### src/rtl/fma_dot_seq_pkg.sv
// Shared definitions for the dot-product sequencer: FSM encoding and
// sign-magnitude fixed-point constants used by the datapath, activation and bench code.
package fma_dot_seq_pkg;

    typedef enum logic [1:0] {
        IDLE = 2'd0,
        RUN  = 2'd1,
        DONE = 2'd2
    } state_t;

    localparam int FX_Q    = 15;
    localparam int FX_N    = 32;
    localparam int FX_ONE  = 1 << FX_Q;
    localparam int FX_SIGN = FX_N - 1;

endpackage

### src/rtl/fma_dot_seq_fma.sv
// Combinational sign-magnitude fused multiply-add: y = a + b*c.
// The product magnitude is rounded half-up to Q fraction bits; magnitudes wrap silently.
module fma_dot_seq_fma #(
    parameter int Q = 15,
    parameter int N = 32
) (
    input  logic [N-1:0] a,
    input  logic [N-1:0] b,
    input  logic [N-1:0] c,
    output logic [N-1:0] y
);

    localparam int MW = N - 1;

    logic [2*MW-1:0] prod;
    logic [2*MW-1:0] prod_rnd;
    logic [MW-1:0]   p_mag;
    logic            p_sign;
    logic [MW-1:0]   a_mag;
    logic            a_sign;
    logic [MW-1:0]   s_mag;
    logic            s_sign;

    assign a_mag    = a[MW-1:0];
    assign a_sign   = a[N-1];
    assign p_sign   = b[N-1] ^ c[N-1];
    assign prod     = {{MW{1'b0}}, b[MW-1:0]} * {{MW{1'b0}}, c[MW-1:0]};
    assign prod_rnd = prod + ((2*MW)'(1) << (Q - 1));
    assign p_mag    = MW'(prod_rnd >> Q);

    // Unlike signs subtract the smaller magnitude and keep the larger operand's sign.
    always_comb begin
        s_mag  = '0;
        s_sign = a_sign;
        if (a_sign == p_sign) begin
            s_mag  = a_mag + p_mag;
            s_sign = a_sign;
        end else if (a_mag >= p_mag) begin
            s_mag  = a_mag - p_mag;
            s_sign = a_sign;
        end else begin
            s_mag  = p_mag - a_mag;
            s_sign = p_sign;
        end
    end

    assign y = {s_sign, s_mag};

endmodule

### src/rtl/fma_dot_seq.sv
// Dot-product sequencer: streams operand pairs through one shared fma datapath,
// accumulating bias + sum(b*c), and presents the result on a valid/ready port.
module fma_dot_seq
    import fma_dot_seq_pkg::*;
#(
    parameter int Q       = FX_Q,
    parameter int N       = FX_N,
    parameter int MAX_LEN = 256,
    parameter int CW      = 9
) (
    input  logic          i_clk,
    input  logic          i_rst,
    input  logic          i_start,
    input  logic [N-1:0]  i_bias,
    input  logic          i_valid,
    output logic          o_ready,
    input  logic [N-1:0]  i_b,
    input  logic [N-1:0]  i_c,
    input  logic          i_last,
    output logic          o_valid,
    input  logic          i_ready,
    output logic [N-1:0]  o_result,
    output logic [CW-1:0] o_count,
    output logic          o_len_err,
    output logic          o_busy
);

    state_t          state_reg;
    logic [N-1:0]    acc_reg;
    logic [CW-1:0]   count_reg;
    logic [CW-1:0]   count_next;
    logic            len_err_reg;
    logic            valid_reg;
    logic            busy_reg;
    logic [N-1:0]    fma_y;

    fma_dot_seq_fma #(
        .Q (Q),
        .N (N)
    ) u_fma (
        .a (acc_reg),
        .b (i_b),
        .c (i_c),
        .y (fma_y)
    );

    assign count_next = count_reg + CW'(1);

    always_ff @(posedge i_clk) begin
        if (i_rst) begin
            state_reg   <= IDLE;
            acc_reg     <= '0;
            count_reg   <= '0;
            len_err_reg <= 1'b0;
            valid_reg   <= 1'b0;
            busy_reg    <= 1'b0;
        end else begin
            case (state_reg)
                IDLE: begin
                    if (i_start) begin
                        acc_reg     <= i_bias;
                        count_reg   <= '0;
                        len_err_reg <= 1'b0;
                        busy_reg    <= 1'b1;
                        state_reg   <= RUN;
                    end
                end
                RUN: begin
                    if (i_valid) begin
                        acc_reg   <= fma_y;
                        count_reg <= count_next;
                        // An explicit last on the MAX_LEN-th pair is a clean finish, not an error.
                        if (i_last) begin
                            valid_reg <= 1'b1;
                            state_reg <= DONE;
                        end else if (count_next == CW'(MAX_LEN)) begin
                            len_err_reg <= 1'b1;
                            valid_reg   <= 1'b1;
                            state_reg   <= DONE;
                        end
                    end
                end
                DONE: begin
                    if (i_ready) begin
                        valid_reg <= 1'b0;
                        busy_reg  <= 1'b0;
                        state_reg <= IDLE;
                    end
                end
                default: begin
                    valid_reg <= 1'b0;
                    busy_reg  <= 1'b0;
                    state_reg <= IDLE;
                end
            endcase
        end
    end

    assign o_ready   = (state_reg == RUN);
    assign o_valid   = valid_reg;
    assign o_result  = acc_reg;
    assign o_count   = count_reg;
    assign o_len_err = len_err_reg;
    assign o_busy    = busy_reg;

endmodule

### config.mk
export PLATFORM = sky130hd
export DESIGN_NAME = fma_dot_seq
export DESIGN_NICKNAME = d
export VERILOG_FILES = /design/src/rtl/fma_dot_seq_pkg.sv /design/src/rtl/fma_dot_seq_fma.sv /design/src/rtl/fma_dot_seq.sv
export SDC_FILE = /design/constraint.sdc
export NUM_CORES = 2
export LEC_CHECK = 0
export BUFFER_PORTS_ARGS = -buffer_cell sky130_fd_sc_hd__buf_4
export CAP_MARGIN = 40
export CORE_UTILIZATION = 50
export CTS_CLUSTER_DIAMETER = 30
export DETAILED_ROUTE_END_ITERATION = 7
export PLACE_DENSITY = 0.67
export SLEW_MARGIN = 20
export SYNTH_ARGS = -nofsm -noshare
export SYNTH_HDL_FRONTEND = slang
export SYNTH_SLANG_ARGS = --single-unit
### constraint.sdc
create_clock -name i_clk -period 33.3 [get_ports i_clk]
set_input_delay 3.33 -clock i_clk [delete_from_list [all_inputs] [get_ports i_clk]]
set_output_delay 3.33 -clock i_clk [all_outputs]
set_load 0.1 [all_outputs]
---- Yosys cells after proc, flatten, opt, wreduce, memory -nomap -nowiden ----
Cells that the tools add are included.
cells by class
  reduce and logical (&&, ||, !) cells .... 8
  equality and inequality tests ........... 12
  bitwise operators ....................... 3
  order comparisons ....................... 1
  div/mod/pow operators ................... 0
  shifts and indexed selects .............. 0
  multipliers ............................. 1
  add/sub/neg operators ................... 5
  muxes and demuxes ....................... 27
operators by type and width
  operator                number
  $mux 32                 2
  $pmux 32 s2             1
  $mux 31                 2
  $sub 31x31->31          2
  $add 46x15->46 const B  1
  $mul 31x31->46          1
  $add 31x31->31          1
  $ge 31x31->1            1
  $mux 9                  2
  $pmux 9 s2              1
  $ne 2x2->1 const B      6
  $mux 1                  10
  $mux 2                  5
  $reduce_and 5->1        2
  $add 9x1->9 const B     1
  $eq 9x9->1 const B      1
  $reduce_and 4->1        2
  $pmux 1 s3              2
  $pmux 2 s3              1
  $reduce_and 3->1        2
  $ne 3x1->1 const B      1
  $eq 2x1->1 const B      1
  $eq 2x2->1 const B      1
  $logic_not 2->1         1
  6 further kinds         7
storage, ports and cells
  memories kept ........................... 0
  memory bits (writable) .................. 0
  memory bits (read-only) ................. 0
  latch bits .............................. 0
  input port bits ......................... 102
  register bits ........................... 46
  word-level logic and storage cells ...... 64
  output and inout port bits .............. 45

---- Logic depth before layout (Yosys ltp) ----
  word-level depth ........................ 7
  gate-level depth with buffers ........... 45
  mapped depth without buffers ............ 39

---- Modules after synthesis ----
Synthesis repeated with hierarchy kept, for this count alone.
unflattened totals
  cell total of the unflattened synthesis .. 3874
  area total of the unflattened synthesis .. 32937.8 µm²
modules (own cells, without submodules)
  module           cells an instance  area an instance (µm²)  instances  seq. area each (µm²)
  fma_dot_seq_fma  3623               30705.7                 1          0.0
  fma_dot_seq      251                2232.1                  1          920.9

---- Least setup slack after synthesis ----
OpenSTA, ideal clock, no wires.
  kind .................................... input to register
  start point ............................. input i_b[9]
  end point ............................... register acc_reg[25] (netlist: o_result[25])
  data required time ...................... 33.204 ns
  buffers on the path ..................... 3
  stages on the path ...................... 41
  data arrival time ....................... 12.791 ns
  path slack .............................. 20.414 ns
  setup time .............................. 0.096 ns
  cell sequence ........................... clkbuf_1 nand2_1 fa_1 inv_1 fa_1 fa_1 inv_1 fa_1 inv_1 fa_1 inv_1 fa_1 inv_1 fa_1 inv_1 fa_1 inv_1 ha_1 [... 5 more ...] o22ai_1 o31a_1 a21o_1 a21o_1 xor2_1 ha_1 a21oi_2 o21ai_1 or4_1 a21oi_1 o21ai_2 o21a_1 buf_6 buf_4 or2_2 a31oi_1 xor2_1 a221oi_1
between the ends
  longest elaborated chain between the ends .. 7
  elaborated cells on any way between the ends .. 10
  classes of those cells .................. add/sub: 4; mul: 1; order compare: 1; mux: 4
RTL lines
  element                                       RTL line               text
  from (decl)                                   fma_dot_seq.sv:17      input logic [N-1:0] i_b,
  $mul 31x31->46 (*)                            fma_dot_seq_fma.sv:27  assign prod = {{MW{1'b0}}, b[MW-1:0]} * {{MW{1'b0}}, c[MW-1:0]};
  $add 46x15->46 (*)                            fma_dot_seq_fma.sv:28  assign prod_rnd = prod + ((2*MW)'(1) << (Q - 1));
  $sub 31x31->31, or another cell as far along  fma_dot_seq_fma.sv:42  s_mag = p_mag - a_mag;
  $mux 31                                       fma_dot_seq_fma.sv:38  end else if (a_mag >= p_mag) begin
  $mux 31 (*)                                   fma_dot_seq_fma.sv:35  if (a_sign == p_sign) begin
  $mux 32 (*)                                   fma_dot_seq.sv:69      if (i_valid) begin
  $pmux 32 s2 (*)                               fma_dot_seq.sv:58      case (state_reg)
  to (signal assigned)                          fma_dot_seq.sv:61      acc_reg <= i_bias;
  to (signal assigned)                          fma_dot_seq.sv:70      acc_reg <= fma_y;
  to (decl)                                     fma_dot_seq.sv:29      logic [N-1:0] acc_reg;
Mark *: on every way between the ends. The rest lies on a longest branch, timed or not. The select of a mux whose other input is x is not followed.
A chain may end at the register's enable or synchronous reset.

---- Worst setup path after layout ----
  start point ............................. input i_c[2]
  end point ............................... register acc_reg[11] (netlist: o_result[11])
between the ends
  longest elaborated chain between the ends .. 7
  elaborated cells on any way between the ends .. 10
  classes of those cells .................. add/sub: 4; mul: 1; order compare: 1; mux: 4
RTL lines
  element                                       RTL line               text
  from (decl)                                   fma_dot_seq.sv:18      input logic [N-1:0] i_c,
  $mul 31x31->46 (*)                            fma_dot_seq_fma.sv:27
  $add 46x15->46 (*)                            fma_dot_seq_fma.sv:28
  $sub 31x31->31, or another cell as far along  fma_dot_seq_fma.sv:42
  $mux 31                                       fma_dot_seq_fma.sv:38
  $mux 31 (*)                                   fma_dot_seq_fma.sv:35
  $mux 32 (*)                                   fma_dot_seq.sv:69
  $pmux 32 s2 (*)                               fma_dot_seq.sv:58
Marks and branches as above.

==> impl_results.md <==
- Fraction of registers with async set/reset: 0%
- 1st-iter DRT viols: 2009
- Critical path class: in2reg
- GRT Util Overall: 28.2%
- Clk_lat worst skew: 0.32 ns
- DRT Wirelength: 92500 um
- Status: complete, no violations
- Setup TNS Final: 0 ns
- Post-route DRC violation count: 0
- Endpoint type of the worst setup path: register
- CP arrival: 14.26 ns
- Syn_area_per_cell: 8.39 um^2
- Number of fill cells in the layout: 6229
- Die footprint: 67500 um^2
- Via count: 26200
- PostCTS Resize Cnt: 0
- Max frequency: 0.0711 GHz
- R2r startpoint: o_result[4]$_SDFFE_PP0P_
- Slew of the pin with the lowest slew margin: 0.685 ns
- Final Wtd Congestion: 0.951
- Critical Path Source: i_c[2]
- Part of the cycle the worst path needs: 42.2%
- Final nets: 5007
- CTS Sinks: 46
- Worst R2R Setup Slack: 28.97 ns
- Post-route ant nets: 0
- RSZ-0062 raised after global routing: false
- Share of cells above drive strength 1: 5.31%
- Vias in the first global route: 27100
- Initial antenna violation count: 1
- Buffers on Ports: 146
- CTS Buf Count: 5
- Syn-to-layout area delta: 4.66%
- Syn nets: 5068
- Clock Path Buffers: 2
- Crit path max fanout: 31
- CTS tree: built
- First-pass GRT wire length: 149000 um
- Relative slew slack: 53.8%
- Sequential area share after synthesis: 2.77%
- Post-synth EDFFs: 0
- CP max stage cell: ha_1
- Required time of the critical path: 33.51 ns
- Drt wl/cell: 19.4 um
- DR pass1 iterations: 6
- Setup violation total in the final timing report: 0
- Clk_skew: 0.0126 ns
- Die W: 260 um
- Site Rows: 94
- Post-Synthesis Cells: 3960
- Reg2Reg Capture Point: o_result[11]$_SDFFE_PP0P_
- Final critical-path required period: 14.06 ns
- Warnings, synthesis: 0
- H-tree depth: 2
- Chip height: 260 um
- Synth cell types: 76
- CP dominant cell by count: fa_1
- Worst reg2reg path depth: 13
- Post-Syn Area: 33200 um^2
- Post-CTS Setup Repair Bufs: 0
- Slowest Stage Delay on Critical Path: 0.62 ns
- Initial Utilization: 50.5%
- Final global-route overflow total: 0
- Diodes inserted: 0
- Core area: 65700 um^2
- Min-delay src: o_len_err$_SDFFE_PP0P_
- Top_reg_cell synth: dfxtp_1
- Final Slew Violations: 0
- Critical Path End: o_result[11]$_SDFFE_PP0P_
- HPWL after DPL: 75600 um
- Fin. Hold Viols: 0
- Vias per cell: 5.50
- Flops & latches, synth: 46
- CTS Hold Bufs: 0
- Pin count of the biggest net entering global routing: 55
- I/O pin count: 147
- Largest register FFs: 32
- Clock root buffer: clkbuf_16
- Critical path startpoint category: input pin
- Reg clk slew, reported paths: 0.08 ns
- Worst Hold Class: reg2reg
- Max-cap violations: 0
==> worst min path at each step <==
stage,slack (ns),end,cells past startpoint
floorplan,0.53,state_reg[1]$_SDFFE_PP0P_,2
global placement,0.48,o_busy$_SDFFE_PP0P_,2
detailed placement,0.49,o_len_err$_SDFFE_PP0P_,2
CTS,0.50,o_len_err$_SDFFE_PP0P_,2
global route,0.55,o_count[1]$_SDFFE_PP0P_,2
finish,0.50,o_len_err$_SDFFE_PP0P_,2
==> cell usage after synthesis, types with 8 or more instances <==
cell type  count  share of area, %
ha_1         282                11
o31ai_1        9              0.20
dfxtp_1       46               2.8
nand3_1       33              0.50
a221oi_1      12              0.32
and3_1        16              0.30
fa_1         724                44
nor2b_1       10              0.19
a21o_1        41              0.93
nand4_1       17              0.32
nand2_1      542               6.1
a211oi_1      23              0.52
or3_1         10              0.19
nor2_1       121               1.4
a2111oi_0      9              0.24
nor3_1        40              0.60
a31oi_1       24              0.45
and2_1       389               7.3
a21oi_1      112               1.7
o21ai_0       68               1.0
xor2_1        25              0.66
o21bai_1      18              0.41
inv_1        903                10
xnor2_1       68               1.8
mux2i_1       16              0.48
nor4_1         8              0.15
o211ai_1      20              0.45
nand2b_1      18              0.34
buf_2         18              0.27
clkbuf_1     200               2.3
==> through the flow <==
| stage | std cells | utilization, % | setup slack, ns | hold slack [ns] | instance area [um^2] |
|---|---|---|---|---|---|
| floorplan | 3960 | - | 20.41 | 0.527 | 33200 |
| global placement | 4756 | 52.6 | 19.08 | 0.480 | 34600 |
| detailed placement | 4756 | 52.6 | 18.90 | 0.486 | 34600 |
| CTS | 4764 | 52.9 | 19.24 | 0.497 | 34800 |
| global route | 4764 | 52.9 | 18.59 | 0.550 | 34800 |
| finish | 4764 | 52.9 | 19.24 | 0.499 | 34800 |
==> logic make-up (layout without fill, tap and decap cells) <==
kind of cell / after synthesis / count (layout) / share of synthesized area, %
simple gates: 1236 / 1236 / 18.2
buf+inv: 1132 / 1072 / 13.0
fa+ha+maj: 1006 / 1006 / 54.3
compound gates: 427 / 427 / 8.74
xor+xnor: 93 / 93 / 2.45
flops: 46 / 46 / 2.77
mux: 20 / 20 / 0.629
==> cells in the final DEF (no fill, tap or decap), types with 7 or more instances in the layout <==
cell / instances
nand2_1: 542
a221oi_1: 12
o31ai_1: 9
nor2_1: 120
o21a_1: 7
and2_1: 389
o21ai_0: 68
nand4_1: 17
ha_1: 282
a31oi_1: 24
and3_1: 16
dfxtp_1: 46
buf_4: 159
a211oi_1: 23
xnor2_1: 67
nand2b_1: 18
fa_1: 724
nor2b_1: 10
inv_1: 903
or3_1: 10
nor3_1: 40
nand3_1: 33
mux2i_1: 16
o211ai_1: 20
o21bai_1: 18
nor4_1: 8
a21o_1: 41
a2111oi_0: 9
a21oi_1: 112
xor2_1: 24
o22ai_1: 7
==> area by class of cell <==
class	count	area (um^2)	area share, %
Multi-Input combinational cell	2782	28000	80.6
Clock inverter	3	27.5	0.0792
Tap cell	864	1080	3.11
Timing Repair Buffer	159	1190	3.43
Inverter	905	3400	9.77
Sequential cell	46	921	2.65
Clock buffer	5	125	0.360
==> routing by layer <==
metal  part of all wire (%)  global-route usage [%]
met1                     42                    38.9
met2                     49                    47.3
met3                    5.9                    2.64
met4                    3.0                    8.01
met5                      0                       0
==> worst max-delay path, delay by kind of cell <==
family	cells	cell delay [ns]
xor gates and xnor gates	2	0.28
and+or+nand+nor	5	1.05
buffers and inverters	5	0.74
adders and majority gates	10	4.90
AOI/OAI and AO/OA	13	3.93
Power is left out: the tool's default activity adds up to more than one toggle a clock period on the data nets, which glitch-free logic cannot reach.
